==> src/rtl/mem_bus_pkg.sv <==
// Shared types for the word-handshake memory bus arbiter.
// State encoding, master indices and the bus-request bundle.
package mem_bus_pkg;

  localparam int BUS_AW = 32;
  localparam int BUS_DW = 32;

  localparam logic M0 = 1'b0;
  localparam logic M1 = 1'b1;

  typedef enum logic [1:0] {
    ST_IDLE = 2'd0,
    ST_OWN  = 2'd1,
    ST_PARK = 2'd2
  } arb_state_t;

  typedef struct packed {
    logic              cs;
    logic              we;
    logic [BUS_AW-1:0] addr;
    logic [BUS_DW-1:0] data;
  } bus_req_t;

  function automatic logic [1:0] idx2oh(
    input logic idx
  );
    return idx ? 2'b10 : 2'b01;
  endfunction

endpackage

==> src/rtl/mem_arb_rr2.sv <==
// Two-way round-robin pick: on a tie the master that
// did not own the bus last wins. Purely combinational.
module mem_arb_rr2
  import mem_bus_pkg::*;
(
  input  logic       req0,
  input  logic       req1,
  input  logic       last_owner,
  output logic [1:0] gnt
);

  always_comb begin
    gnt = 2'b00;
    unique case (1'b1)
      (req0 & req1):  gnt = idx2oh(~last_owner);
      (req0 & ~req1): gnt = idx2oh(M0);
      (~req0 & req1): gnt = idx2oh(M1);
      default:        gnt = 2'b00;
    endcase
  end

endmodule

==> src/rtl/mem_arbiter.sv <==
// Two-master burst arbiter in front of one memory slave.
// Optional per-tenure ack limit: MEM_ARB_BURST_LIMIT_EN.
module mem_arbiter
  import mem_bus_pkg::*;
#(
  parameter int ADDR_WIDTH      = BUS_AW,
  parameter int DATA_WIDTH      = BUS_DW,
  parameter int MAX_BURST_WORDS = 4
) (
  input  logic                  clk,
  input  logic                  rst,
  input  logic                  m0_cs_i,
  input  logic                  m0_we_i,
  input  logic [ADDR_WIDTH-1:0] m0_addr_i,
  input  logic [DATA_WIDTH-1:0] m0_data_i,
  output logic [DATA_WIDTH-1:0] m0_data_o,
  output logic                  m0_ack_o,
  input  logic                  m1_cs_i,
  input  logic                  m1_we_i,
  input  logic [ADDR_WIDTH-1:0] m1_addr_i,
  input  logic [DATA_WIDTH-1:0] m1_data_i,
  output logic [DATA_WIDTH-1:0] m1_data_o,
  output logic                  m1_ack_o,
  output logic                  s_cs_o,
  output logic                  s_we_o,
  output logic [ADDR_WIDTH-1:0] s_addr_o,
  output logic [DATA_WIDTH-1:0] s_data_o,
  input  logic [DATA_WIDTH-1:0] s_data_i,
  input  logic                  s_ack_i,
  output logic [1:0]            grant_o
);

  arb_state_t state, state_n;
  logic [1:0] grant, grant_n;
  logic       last_owner, last_n;
  logic [1:0] pick;
  logic       owner;
  logic       own_cs;
  logic       owning;
  bus_req_t   r0, r1, sel;

`ifdef MEM_ARB_BURST_LIMIT_EN
  localparam int CNT_W = $clog2(MAX_BURST_WORDS + 1);
  localparam logic [CNT_W-1:0] CNT_MAX =
    CNT_W'(MAX_BURST_WORDS);
  logic [CNT_W-1:0] cnt, cnt_n;
  logic             oth_cs;
  logic             at_limit;
`endif

  assign r0 = '{cs:   m0_cs_i,
                we:   m0_we_i,
                addr: BUS_AW'(m0_addr_i),
                data: BUS_DW'(m0_data_i)};
  assign r1 = '{cs:   m1_cs_i,
                we:   m1_we_i,
                addr: BUS_AW'(m1_addr_i),
                data: BUS_DW'(m1_data_i)};

  assign owner  = grant[1];
  assign sel    = owner ? r1 : r0;
  assign own_cs = sel.cs;
  assign owning = (state == ST_OWN);

`ifdef MEM_ARB_BURST_LIMIT_EN
  assign oth_cs   = owner ? m0_cs_i : m1_cs_i;
  assign at_limit = (cnt >= CNT_MAX - 1'b1);
`endif

  mem_arb_rr2 u_rr2 (
    .req0       (m0_cs_i),
    .req1       (m1_cs_i),
    .last_owner (last_owner),
    .gnt        (pick)
  );

  always_ff @(posedge clk) begin
    if (rst) begin
      state      <= ST_IDLE;
      grant      <= 2'b00;
      last_owner <= M1;
`ifdef MEM_ARB_BURST_LIMIT_EN
      cnt        <= '0;
`endif
    end else begin
      state      <= state_n;
      grant      <= grant_n;
      last_owner <= last_n;
`ifdef MEM_ARB_BURST_LIMIT_EN
      cnt        <= cnt_n;
`endif
    end
  end

  always_comb begin
    state_n = state;
    grant_n = grant;
    last_n  = last_owner;
`ifdef MEM_ARB_BURST_LIMIT_EN
    cnt_n   = cnt;
`endif
    unique case (state)
      ST_IDLE: begin
        if (pick != 2'b00) begin
          grant_n = pick;
          state_n = ST_OWN;
`ifdef MEM_ARB_BURST_LIMIT_EN
          cnt_n   = '0;
`endif
        end
      end
      ST_OWN: begin
        if (!own_cs) begin
          last_n  = owner;
          grant_n = 2'b00;
          state_n = ST_IDLE;
        end
`ifdef MEM_ARB_BURST_LIMIT_EN
        else if (s_ack_i) begin
          // revoke only on an ack edge so no word is lost
          if (at_limit && oth_cs) begin
            last_n  = owner;
            grant_n = 2'b00;
            state_n = ST_PARK;
          end else if (cnt != CNT_MAX) begin
            cnt_n = cnt + 1'b1;
          end
        end
`endif
      end
`ifdef MEM_ARB_BURST_LIMIT_EN
      ST_PARK: begin
        grant_n = pick;
        cnt_n   = '0;
        state_n = (pick != 2'b00) ? ST_OWN : ST_IDLE;
      end
`endif
      default: begin
        grant_n = 2'b00;
        state_n = ST_IDLE;
      end
    endcase
  end

  always_comb begin
    s_cs_o    = 1'b0;
    s_we_o    = 1'b0;
    s_addr_o  = '0;
    s_data_o  = '0;
    m0_ack_o  = 1'b0;
    m1_ack_o  = 1'b0;
    m0_data_o = '0;
    m1_data_o = '0;
    if (owning) begin
      s_cs_o   = sel.cs;
      s_we_o   = sel.we;
      s_addr_o = ADDR_WIDTH'(sel.addr);
      s_data_o = DATA_WIDTH'(sel.data);
      if (owner == M1) begin
        m1_ack_o  = s_ack_i;
        m1_data_o = s_data_i;
      end else begin
        m0_ack_o  = s_ack_i;
        m0_data_o = s_data_i;
      end
    end
  end

  assign grant_o = grant;

endmodule
==> config.mk <==
export PLATFORM = sky130hd
export DESIGN_NAME = mem_arbiter
export DESIGN_NICKNAME = d
export VERILOG_FILES = /design/src/rtl/mem_bus_pkg.sv /design/src/rtl/mem_arb_rr2.sv /design/src/rtl/mem_arbiter.sv
export SDC_FILE = /design/constraint.sdc
export NUM_CORES = 1
export LEC_CHECK = 0
export ABC_AREA = 1
export CAP_MARGIN = 15
export CORE_AREA = 5 5 113 115
export CTS_BUF_LIST = sky130_fd_sc_hd__clkbuf_2
export CTS_CLUSTER_SIZE = 12
export DETAILED_ROUTE_END_ITERATION = 12
export DIE_AREA = 0 0 118 120
export PLACE_DENSITY = 0.67
export SLEW_MARGIN = 10
export SYNTH_ARGS = -nofsm -noshare
export SYNTH_HDL_FRONTEND = slang
export SYNTH_SLANG_ARGS = --single-unit
export TNS_END_PERCENT = 50
==> constraint.sdc <==
create_clock -name clk -period 3.3 [get_ports clk]
set_clock_uncertainty 0.2 [all_clocks]
set_input_delay 0.33 -clock clk [delete_from_list [all_inputs] [get_ports clk]]
set_output_delay 0.33 -clock clk [all_outputs]
set_load 0.05 [all_outputs]
# Word level (Yosys, flattened, before mapping)

Index checks and enable logic that the tools add are counted.

Word-level logic and storage cells: 36
Bits in registers: 5
Bits of input ports: 167

Reductions and logical operators: 4
Bitwise gates (word level): 6
Multiplexer cells: 20
Eq/ne operators: 3

Operator list:

| cell                 | number |
|---|---|
| $mux W32             | 6 |
| $mux W66             | 1 |
| $mux W2              | 4 |
| $pmux W2 S2          | 2 |
| $mux W1              | 6 |
| $pmux W2 S3          | 1 |
| $ne A2 B2 Y1 const B | 2 |
| $reduce_and A2 Y1    | 2 |
| $and A1 B1 Y1        | 3 |
| $not A1 Y1           | 3 |
| $eq A2 B1 Y1 const B | 1 |
| $logic_not A2 Y1     | 1 |
| $reduce_bool A2 Y1   | 1 |

# Depth between registers and ports, before layout

Gate-level depths: netlist of run 1.

Depth after elaboration: 6
Gate-level depth with buffers: 7
Mapped depth without buffers: 5

# Modules after synthesis

From an unflattened synthesis of run 1, not the netlist that was laid out.

Cell total of the unflattened synthesis: 356
Area total of the unflattened synthesis: 1572.8 um^2

By module, submodules not included:

| module      | area each (um^2) | sequential area each (um^2) | cells each | instances |
|---|---|---|---|---|
| mem_arbiter | 1551.5           | 80.1                        | 351        | 1 |
| mem_arb_rr2 | 21.3             | 0.0                         | 5          | 1 |

# Worst setup path after synthesis of run 1

No wires, ideal clock.

Kind: flip-flop to output port
Start point: register grant[1], in the netlist grant_o[1]
End point: output port m1_data_o[10]
Stages on the path, launching flop included: 4
Setup slack: 1070 ps
Data arrival time: 1700 ps
Cells stage by stage: dfxtp_1 > nand2_2 > buf_2 > nor2_1

Word-level cells in the longest chain between the ends: 2

RTL lines:

| what                     | line               | source |
|---|---|---|
| start: declaration       | mem_arbiter.sv:34  | `logic [1:0] grant, grant_n;` |
| start signal: assignment | mem_arbiter.sv:87  | `grant <= grant_n;` |
| $mux W32                 | mem_arbiter.sv:159 | `if (owner == M1) begin` |
| $mux W32                 | mem_arbiter.sv:154 | `if (owning) begin` |
| end: declaration         | mem_arbiter.sv:22  | `output logic [DATA_WIDTH-1:0] m1_data_o,` |

No other way between the ends.

# Worst setup path after layout of run 1

Start point: register grant[1], in the netlist grant_o[1]
End point: output port m1_data_o[26]

The elaborated chain is that of the path after synthesis.

==> results of run 1 <==
kinds of logic after synthesis:
group | share of synthesized area, %
AOI/OAI and AO/OA | 2.76
buffers and inverters | 20.4
DFF | 5.19
and+or+nand+nor | 71.6
routing by layer:
layer / vias to the layer above / track usage [%] / wire length [microns]
li1: 1616 / - / -
met1: 1417 / 14.8 / 3800
met2: 160 / 27.6 / 6090
met3: 27 / 4.85 / 989
met4: 0 / 5.30 / 358
met5: - / 0 / 0
cells in the mapped netlist:
| library cell | instances |
|---|---|
| buf_6 | 5 |
| nor2_1 | 66 |
| o21ai_0 | 1 |
| buf_2 | 18 |
| o211ai_1 | 1 |
| inv_2 | 1 |
| clkbuf_1 | 3 |
| dfxtp_1 | 4 |
| inv_1 | 37 |
| nand2_2 | 1 |
| nand2_1 | 136 |
| buf_4 | 2 |
| nand3_1 | 68 |
| a21oi_1 | 6 |
worst max-delay path by stage:
stage,slack [ns],startpoint,cells past startpoint,end
global route,0.39,grant_o[1],6,s_data_o[30]
floorplan,1.07,grant_o[1],3,m1_data_o[10]
detailed placement,0.83,grant_o[1],3,m1_data_o[26]
CTS,0.57,grant_o[1],3,m1_data_o[26]
global placement,0.84,m0_cs_i,4,s_cs_o
finish,0.58,grant_o[1],3,m1_data_o[26]
power by group through the flow:
stage	sequential, mW	combinational, mW	clock (mW)
detailed placement	0.0577	1.16	0
CTS	0.0570	1.17	0.0488
global placement	0.0575	1.15	0
floorplan	0.0620	0.499	0
finish	0.0569	1.16	0.0472
global route	0.0577	1.21	0.0508
registers in the layout (all words and copies together) (netlist names):
signal,cells
grant_o,2
state,1
last_owner,1
worst max-delay path, cell delays in order (launching register included):
cell and delay (ns):
dfxtp_1 0.45, nand2_2 0.41, nor2_1 0.24, clkdlybuf4s50_1 0.85
cell type report:
cell class | count | area [sq um] | area share (%)
clock buffer | 3 | 15.0 | 0.268
inverter | 38 | 143 | 2.55
sequential | 4 | 81.3 | 1.45
timing repair buffer | 304 | 4030 | 71.9
tap | 147 | 184 | 3.29
multi-input combinational | 279 | 1150 | 20.5
metrics by stage:
| stage | utilization [%] | setup slack, ns | power (mW) | area [sq um] | cells |
|---|---|---|---|---|---|
| after CTS | 47.8 | 0.572 | 1.27 | 5600 | 775 |
| after detailed placement | 47.7 | 0.825 | 1.22 | 5580 | 772 |
| final | 47.8 | 0.582 | 1.26 | 5600 | 775 |
| after global routing | 47.8 | 0.390 | 1.32 | 5600 | 775 |
| after global placement | 47.7 | 0.838 | 1.21 | 5580 | 772 |
| after floorplan | - | 1.07 | 0.561 | 1540 | 349 |
==> run summary, run 1 <==
min-delay src: last_owner
Final GP Congestion: 0.861
reg2reg end: last_owner
post-synth top area share: 33.1%
H-tree Lvls: 1
Area Growth Syn to Fin: 263%
Arrival @ worst endpoint: 2.19 ns
Worst Tran Pin Value: 0.695 ns
number of global-route vias before repair: 3312
crit end category: output pin
DR WL/cell: 14.5 microns
r2r setup slk: 1.56 ns
most frequent cells in the layout: 202 x clkdlybuf4s50_1, 136 x nand2_1, 99 x buf_12
f_max: 368 MHz
WP data required: 2.77 ns
RSZ-0062 raised after global routing: false
Total GRT Usage: 14.6%
relative slew slack: 53.6%
# Post-CTS Setup Buffers: 0
I/O Buffers: 300
initial antenna violation count: 0
TNS Setup: 0 ns
Synth Register Bits: 4
number of diodes: 0
post-route ant nets: 0
Via Count: 3220
FF-to-FF path depth: 4
status: complete, no violations
synth warn: 0
Gate power share: 91.7%
ratio of cells with drive above 1 in the final layout: 17.4%
dominant cell type by area after synthesis: nand2_1
die area: 14200 sq um
initial DRC count: 115
Setup violations, final: 0
total clock sinks: 4
Final Max Tran Viols: 0
core footprint: 11700 sq um
clock network power share: 3.7%
HPWL after detailed placement: 9660 microns
clk_lat worst skew: 0.22 ns
Mapped Cells: 349
first-pass GRT wire length: 17200 microns
worst hold slack: 0.273 ns
chip height: 120 microns
VDD IR max: 0.000169 V
post-synthesis net count: 516
synth top area cells: nand2_1 33%, nand3_1 22%, nor2_1 16%
# resized after CTS: 0
grt ovf: 0
average size of a mapped cell: 4.42 sq um
PwrDens: 225 nW/um^2
CTS tree: built
Core Rows: 40
hold depth: 2
max-cap viol count: 0
internal cell power: 0.637 mW
worst-path fanout max: 34
Psw: 0.624 mW
worst r2r src: grant_o[1]
drt total wl: 11200 microns
Clock Root Buffer: clkbuf_2
Filler cells: 1117
sequential power share: 4.5%
nets@finish: 797
synth unique cells: 14
Worst Setup Path Type: flop to output pin
Final min period: 2.72 ns
final worst path period share: 82.4%
Hold EP: last_owner
Sw Ratio: 49.5%
Die Span X: 118 microns
commonest non-fill, non-tap cell in the layout: clkdlybuf4s50_1
clock buffer depth: 2
Avg Vias per Cell: 4.15
# DRC: 0
largest net degree at the start of global routing: 68
Post-Syn Area: 1540 sq um
# hold bufs at CTS: 0
I/O pin cnt: 301
sequential element share of the synthesized area: 5.19%
clk slew on worst S/H paths: 0.05 ns
first-pass iteration count of the detailed router: 4
critical path launch point type: flop
Hold Path Class: flop to flop
TritonCTS Buffers: 3
Final Hold Fails: 0
Starting Density: 13.2%
Leak: 2.58 nW
(Power assumes the default switching activity.)
==> run 2: changes to the inputs <==
CORE_AREA = 5 5 114 116   (was 5 5 113 115)
DIE_AREA = 0 0 119 121   (was 0 0 118 120)
PLACE_DENSITY = 0.69   (was 0.67)
clock period = 2.45 ns   (was 3.3 ns; I/O delays follow)
==> run 2 against run 1 <==
  * Clock-buffer cell count stayed put
  * Critical path depth rose by 2
  * Cell count increased by 0.13%
  * First-iteration DRC count rose by 40%
  * Utilization is 2.8 points higher
  * Non-clock buffer count grew 1
  * Via count decreased by 2.9%
  * Critical path type unchanged
  * Critical endpoint is now s_data_o[24]
  * Setup slack worse by 0.080 ns
  * Power grew 37%
  * Combinational power rose by 37%
==> run summary, run 2 (same netlist as run 1, synthesis figures left out) <==
status: complete, no violations
Stages on worst setup path: 5 (+2)
CP delay by family, top: buffers and inverters
TritonCTS Buffers: 3 (unchanged)
worst r2r src: state[0]
critical-path cell list: inv_2, buf_12, nand3_1, nand2_1, buf_12
relative slew slack: 63.7% (+10 points)
CTS tree: built
Final Max Tran Viols: 0 (unchanged)
f_max: 513 MHz
Filler cells: 1107 (-0.90%)
max reg flops: 2 (unchanged)
drt total wl: 11200 microns (-0.39%)
reg2reg end: state[0]
core footprint: 11800 sq um (+0.85%)
nets@finish: 798 (+0.13%)
crit end category: output pin
I/O pin cnt: 301 (unchanged)
first-pass iteration count of the detailed router: 5 (+1)
total clock sinks: 4 (unchanged)
Final Hold Fails: 0 (unchanged)
DR WL/cell: 14.4 microns (-0.52%)
Hold Path Class: flop to flop
Util after Layout: 50.5% (+2.8 points)
clk_lat worst skew: 0.21 ns (about the same)
Critical Path Source: grant_o[1]
Avg Vias per Cell: 4.03 (-3.0%)
WP data required: 2.01 ns (-0.76 ns)
Seq. cell area: 81.3 sq um (unchanged)
CP dominant cell by count: buf_12
Die Span X: 119 microns (+0.85%)
fin worst setup slack: 0.501 ns (-0.0802 ns)
Worst Setup Path Type: flop to output pin
Final GP Congestion: 0.785 (-8.9%)
initial DRC count: 161 (+40%)
number of diodes: 0 (unchanged)
Crit path largest cell delay: 0.35 ns (-0.50 ns)
Multi-input gate area: 1150 sq um (unchanged)
# hold bufs at CTS: 0 (unchanged)
dpl ws: 0.655 ns (-0.170 ns)
first-pass GRT wire length: 16100 microns (-6.5%)
# Post-CTS Setup Buffers: 0 (unchanged)
Total GRT Usage: 14.1% (-0.54 points)
Core Rows: 40 (unchanged)
# resized after CTS: 0 (unchanged)
RSZ-0062 raised after global routing: false
largest net degree at the start of global routing: 68 (unchanged)
chip height: 121 microns (+0.83%)
TNS Setup: 0 ns (unchanged)
VDD IR max: 0.000134 V (-21%)
Area Growth Syn to Fin: 287%
Via Count: 3126 (-2.9%)
r2r setup slk: 0.89 ns (-0.67 ns)
H-tree Lvls: 1 (unchanged)
Starting Density: 13.1% (-0.11 points)
WP buf/inv: 3 (+2)
FF-to-FF path depth: 5 (+1)
clock buffer depth: 2 (unchanged)
die area: 14400 sq um (+1.7%)
Arrival @ worst endpoint: 1.50 ns (-0.69 ns)
grt ovf: 0 (unchanged)
post-route ant nets: 0 (unchanged)
Critical-path top delay cell: dfxtp_1
initial antenna violation count: 0 (unchanged)
Critical Path End: s_data_o[24]
PwrDens: 289 nW/um^2 (+28%)
max-cap viol count: 0 (unchanged)
Clock Root Buffer: clkbuf_2
worst-path fanout max: 58 (+71%)
number of global-route vias before repair: 2938 (-11%)
# DRC: 0 (unchanged)
Final min period: 1.95 ns
commonest non-fill, non-tap cell in the layout: clkdlybuf4s50_1
Leak: 2.75 nW (+6.8%)
HPWL after detailed placement: 9510 microns (-1.6%)
Setup violations, final: 0 (unchanged)
clk slew on worst S/H paths: 0.05 ns (about the same)
most frequent cells in the layout: 168 x clkdlybuf4s50_1, 136 x nand2_1, 135 x buf_12
final worst path period share: 79.5%
ratio of cells with drive above 1 in the final layout: 22.9% (+5.5 points)
critical path launch point type: flop
Worst Tran Pin Value: 0.543 ns (-0.152 ns)
I/O Buffers: 300 (unchanged)
## run 2: cell types whose count changed in the layout (fill, tap and decap cells not counted), sizes merged
cell | previous run | this run
clkdlybuf4s50 | 202 | 168
buf | 102 | 137
## run 2: layer usage
| metal | track usage, % | up-vias | wire [microns] |
|---|---|---|---|
| li1 | - | 1619 | - |
| met1 | 14.9 | 1359 | 3940 |
| met2 | 27.1 | 140 | 6170 |
| met3 | 4.99 | 8 | 957 |
| met4 | 2.17 | 0 | 123 |
| met5 | 0 | - | 0 |
## run 2: power breakdown
part	leakage, nW	total, mW	internal, mW	switching, mW
sequential	0.0333	0.0771	0.0712	0.00587
clock	0.0125	0.0610	0.0329	0.0281
combinational	2.71	1.59	0.782	0.806
## run 2: cell type report
type | instances | share of cell area, %
Inverter | 38 | 2.39
Tap cell | 147 | 3.08
Multi-Input combinational cell | 279 | 19.2
Timing Repair Buffer | 305 | 73.7
Clock buffer | 3 | 0.252
Sequential cell | 4 | 1.36
## run 2: worst min path at each step
stage | startpoint | endpoint | cells after the start
final | last_owner | last_owner | 2
after global routing | last_owner | last_owner | 2
after CTS | last_owner | last_owner | 2
after detailed placement | last_owner | last_owner | 2
after global placement | last_owner | last_owner | 2
after floorplan | rst | grant_o[0] | 1
## run 2: worst reg2reg max path, cell delays in order, from the launching register on
cell,delay (ns)
dfxtp_2,0.37
buf_12,0.27
inv_1,0.14
a21oi_1,0.30
inv_1,0.08
a21oi_1,0.13
## run 2: per-stage QoR
stage | cells | power [mW] | instance area (sq um) | hold WS (ns)
floorplan | 349 | 0.755 | 1540 | 0.114
global placement | 773 | 1.67 | 5950 | 0.255
detailed placement | 773 | 1.68 | 5950 | 0.270
CTS | 776 | 1.74 | 5970 | 0.277
global route | 776 | 1.80 | 5970 | 0.292
finish | 776 | 1.73 | 5970 | 0.277
==> run 3: changes to the inputs <==
CORE_AREA = 5 5 115 117   (was 5 5 114 116)
DIE_AREA = 0 0 120 122   (was 0 0 119 121)
PLACE_DENSITY = 0.66   (was 0.69)
clock period = 2 ns   (was 2.45 ns; I/O delays follow)
==> run 3 against run 2 <==
  * Non-clock buffer count increased by 7
  * Sequential share of layout area about the same
  * Cell count increased by 1.3%
  * Sequential cell count unchanged
  * Utilization decreased by 0.99 points
  * Setup slack got worse by 0.37 ns
  * Worst hold slack got worse by 0.016 ns
  * Register-to-register slack got worse by 0.27 ns
  * Die area increased by 1.7%
  * Combinational power increased by 25%
  * Critical path depth unchanged
  * Critical path type unchanged
  * Largest cell class unchanged
==> run summary, run 3 (same netlist as run 1, synthesis figures left out) <==
ratio of cells with drive above 1 in the final layout: 25.3% (+2.4 points)
Hold Path Class: flop to flop
I/O pin cnt: 301 (unchanged)
# resized after CTS: 0 (unchanged)
nets@finish: 805 (+0.88%)
# Post-CTS Setup Buffers: 0 (unchanged)
Final Cell Area: 6070 sq um (+1.8%)
clock buffer depth: 2 (unchanged)
number of global-route vias before repair: 2962 (+0.82%)
Worst Setup Path Type: flop to output pin
fin cells: 786 (+1.3%)
Final Max Tran Viols: 0 (unchanged)
Via Count: 3157 (+0.99%)
Leak: 2.80 nW (+1.8%)
commonest non-fill, non-tap cell in the layout: clkdlybuf4s50_1
largest net degree at the start of global routing: 59 (-13%)
clk_lat worst skew: 0.20 ns (about the same)
Arrival @ worst endpoint: 1.47 ns (-0.03 ns)
max-cap viol count: 0 (unchanged)
crit end category: output pin
Final Hold Fails: 0 (unchanged)
worst-path fanout max: 33 (-43%)
drt total wl: 11700 microns (+4.6%)
f_max: 536 MHz
hold depth: 2 (unchanged)
final worst path period share: 93.3%
Clock Root Buffer: clkbuf_2
first-pass iteration count of the detailed router: 4 (-1)
Worst Tran Pin Value: 0.364 ns (-0.180 ns)
TNS Setup: 0 ns (unchanged)
critical path launch point type: flop
number of diodes: 0 (unchanged)
Setup violations, final: 0 (unchanged)
H-tree Lvls: 1 (unchanged)
Avg Vias per Cell: 4.02 (-0.29%)
# DRC: 0 (unchanged)
TritonCTS Buffers: 3 (unchanged)
most frequent cells in the layout: 166 x clkdlybuf4s50_1, 136 x nand2_1, 136 x buf_12
Total GRT Usage: 14.0% (-0.058 points)
DR WL/cell: 14.9 microns (+3.3%)
first-pass GRT wire length: 16200 microns (+0.39%)
Final min period: 1.87 ns
relative slew slack: 75.8% (+12 points)
# hold bufs at CTS: 0 (unchanged)
clk slew on worst S/H paths: 0.04 ns (about the same)
total clock sinks: 4 (unchanged)
grt ovf: 0 (unchanged)
Final GP Congestion: 0.814 (+3.7%)
Post-Place Cell Area: 6010 sq um (+1.0%)
max reg flops: 2 (unchanged)
Die Span X: 120 microns (+0.84%)
die area: 14600 sq um (+1.7%)
Starting Density: 12.6% (-0.48 points)
Placed Cells: 782 (+1.2%)
Core Rows: 41 (+2.5%)
chip height: 122 microns (+0.83%)
CTS tree: built
status: complete, no violations
HPWL after detailed placement: 10100 microns (+5.9%)
Area Growth Syn to Fin: 294%
initial DRC count: 121 (-25%)
initial antenna violation count: 0 (unchanged)
WP data required: 1.60 ns (-0.41 ns)
RSZ-0062 raised after global routing: false
core footprint: 12300 sq um (+3.8%)
FF-to-FF path depth: 5 (unchanged)
I/O Buffers: 300 (unchanged)
VDD IR max: 0.000143 V (+7.0%)
PwrDens: 354 nW/um^2 (+22%)
post-route ant nets: 0 (unchanged)
[run 3: cell types whose count changed in the layout (fill, tap and decap cells not counted), moves of 2 or more]
cell             change
inv_2                -2
nor2_2               +6
buf_4                +7
clkdlybuf4s50_1      -2
nor2_1               -6
[run 3: path summary, 6_finish.rpt]
kind	from	endpoint	slack [ns]
setup / recovery	state[0]	m0_data_o[4]	0.13
hold / removal	last_owner	last_owner	0.26
setup reg to reg	state[0]	last_owner	0.62
hold reg to reg	last_owner	last_owner	0.26
[run 3: worst max-delay path: stages (launching register included)]
cell and delay (ns):
dfxtp_2 0.39, buf_12 0.20, nand2_1 0.11, buf_12 0.18, nor2_1 0.19, buf_12 0.17
[run 3: where the power goes]
part	switching (mW)	total (mW)	internal (mW)
Clock	0.0289	0.0692	0.0403
Sequential	0.00901	0.0968	0.0878
Combinational	1.00	1.98	0.983
[run 3: stage by stage]
step / worst slack (ns) / hold WS [ns] / utilization [%] / power (mW)
3_5_place_dp: 0.239 / 0.260 / 49.1 / 2.07
3_3_place_gp: 0.277 / 0.255 / 49.1 / 2.07
2_1_floorplan: -0.0998 / 0.0691 / - / 0.926
4_1_cts: 0.00109 / 0.267 / 49.2 / 2.15
5_1_grt: 0.0000799 / 0.298 / 49.5 / 2.24
6_report: 0.135 / 0.261 / 49.5 / 2.15
[run 3: cell type report]
cell class / instances / area, sq um
multi-input combinational: 279 / 1170
clock buffer: 3 / 15.0
inverter: 38 / 146
sequential: 4 / 82.6
fill: 1129 / 6190
timing repair buffer: 312 / 4480
tap: 150 / 188
[run 3: routing by layer]
layer  up-vias  GRT usage [%]  part of all wire [%]
met3         4           5.34                   9.6
met1      1362           14.6                    36
met5         -              0                     0
li1       1637              -                     -
met2       154           27.2                    53
met4         0           1.86                  0.52
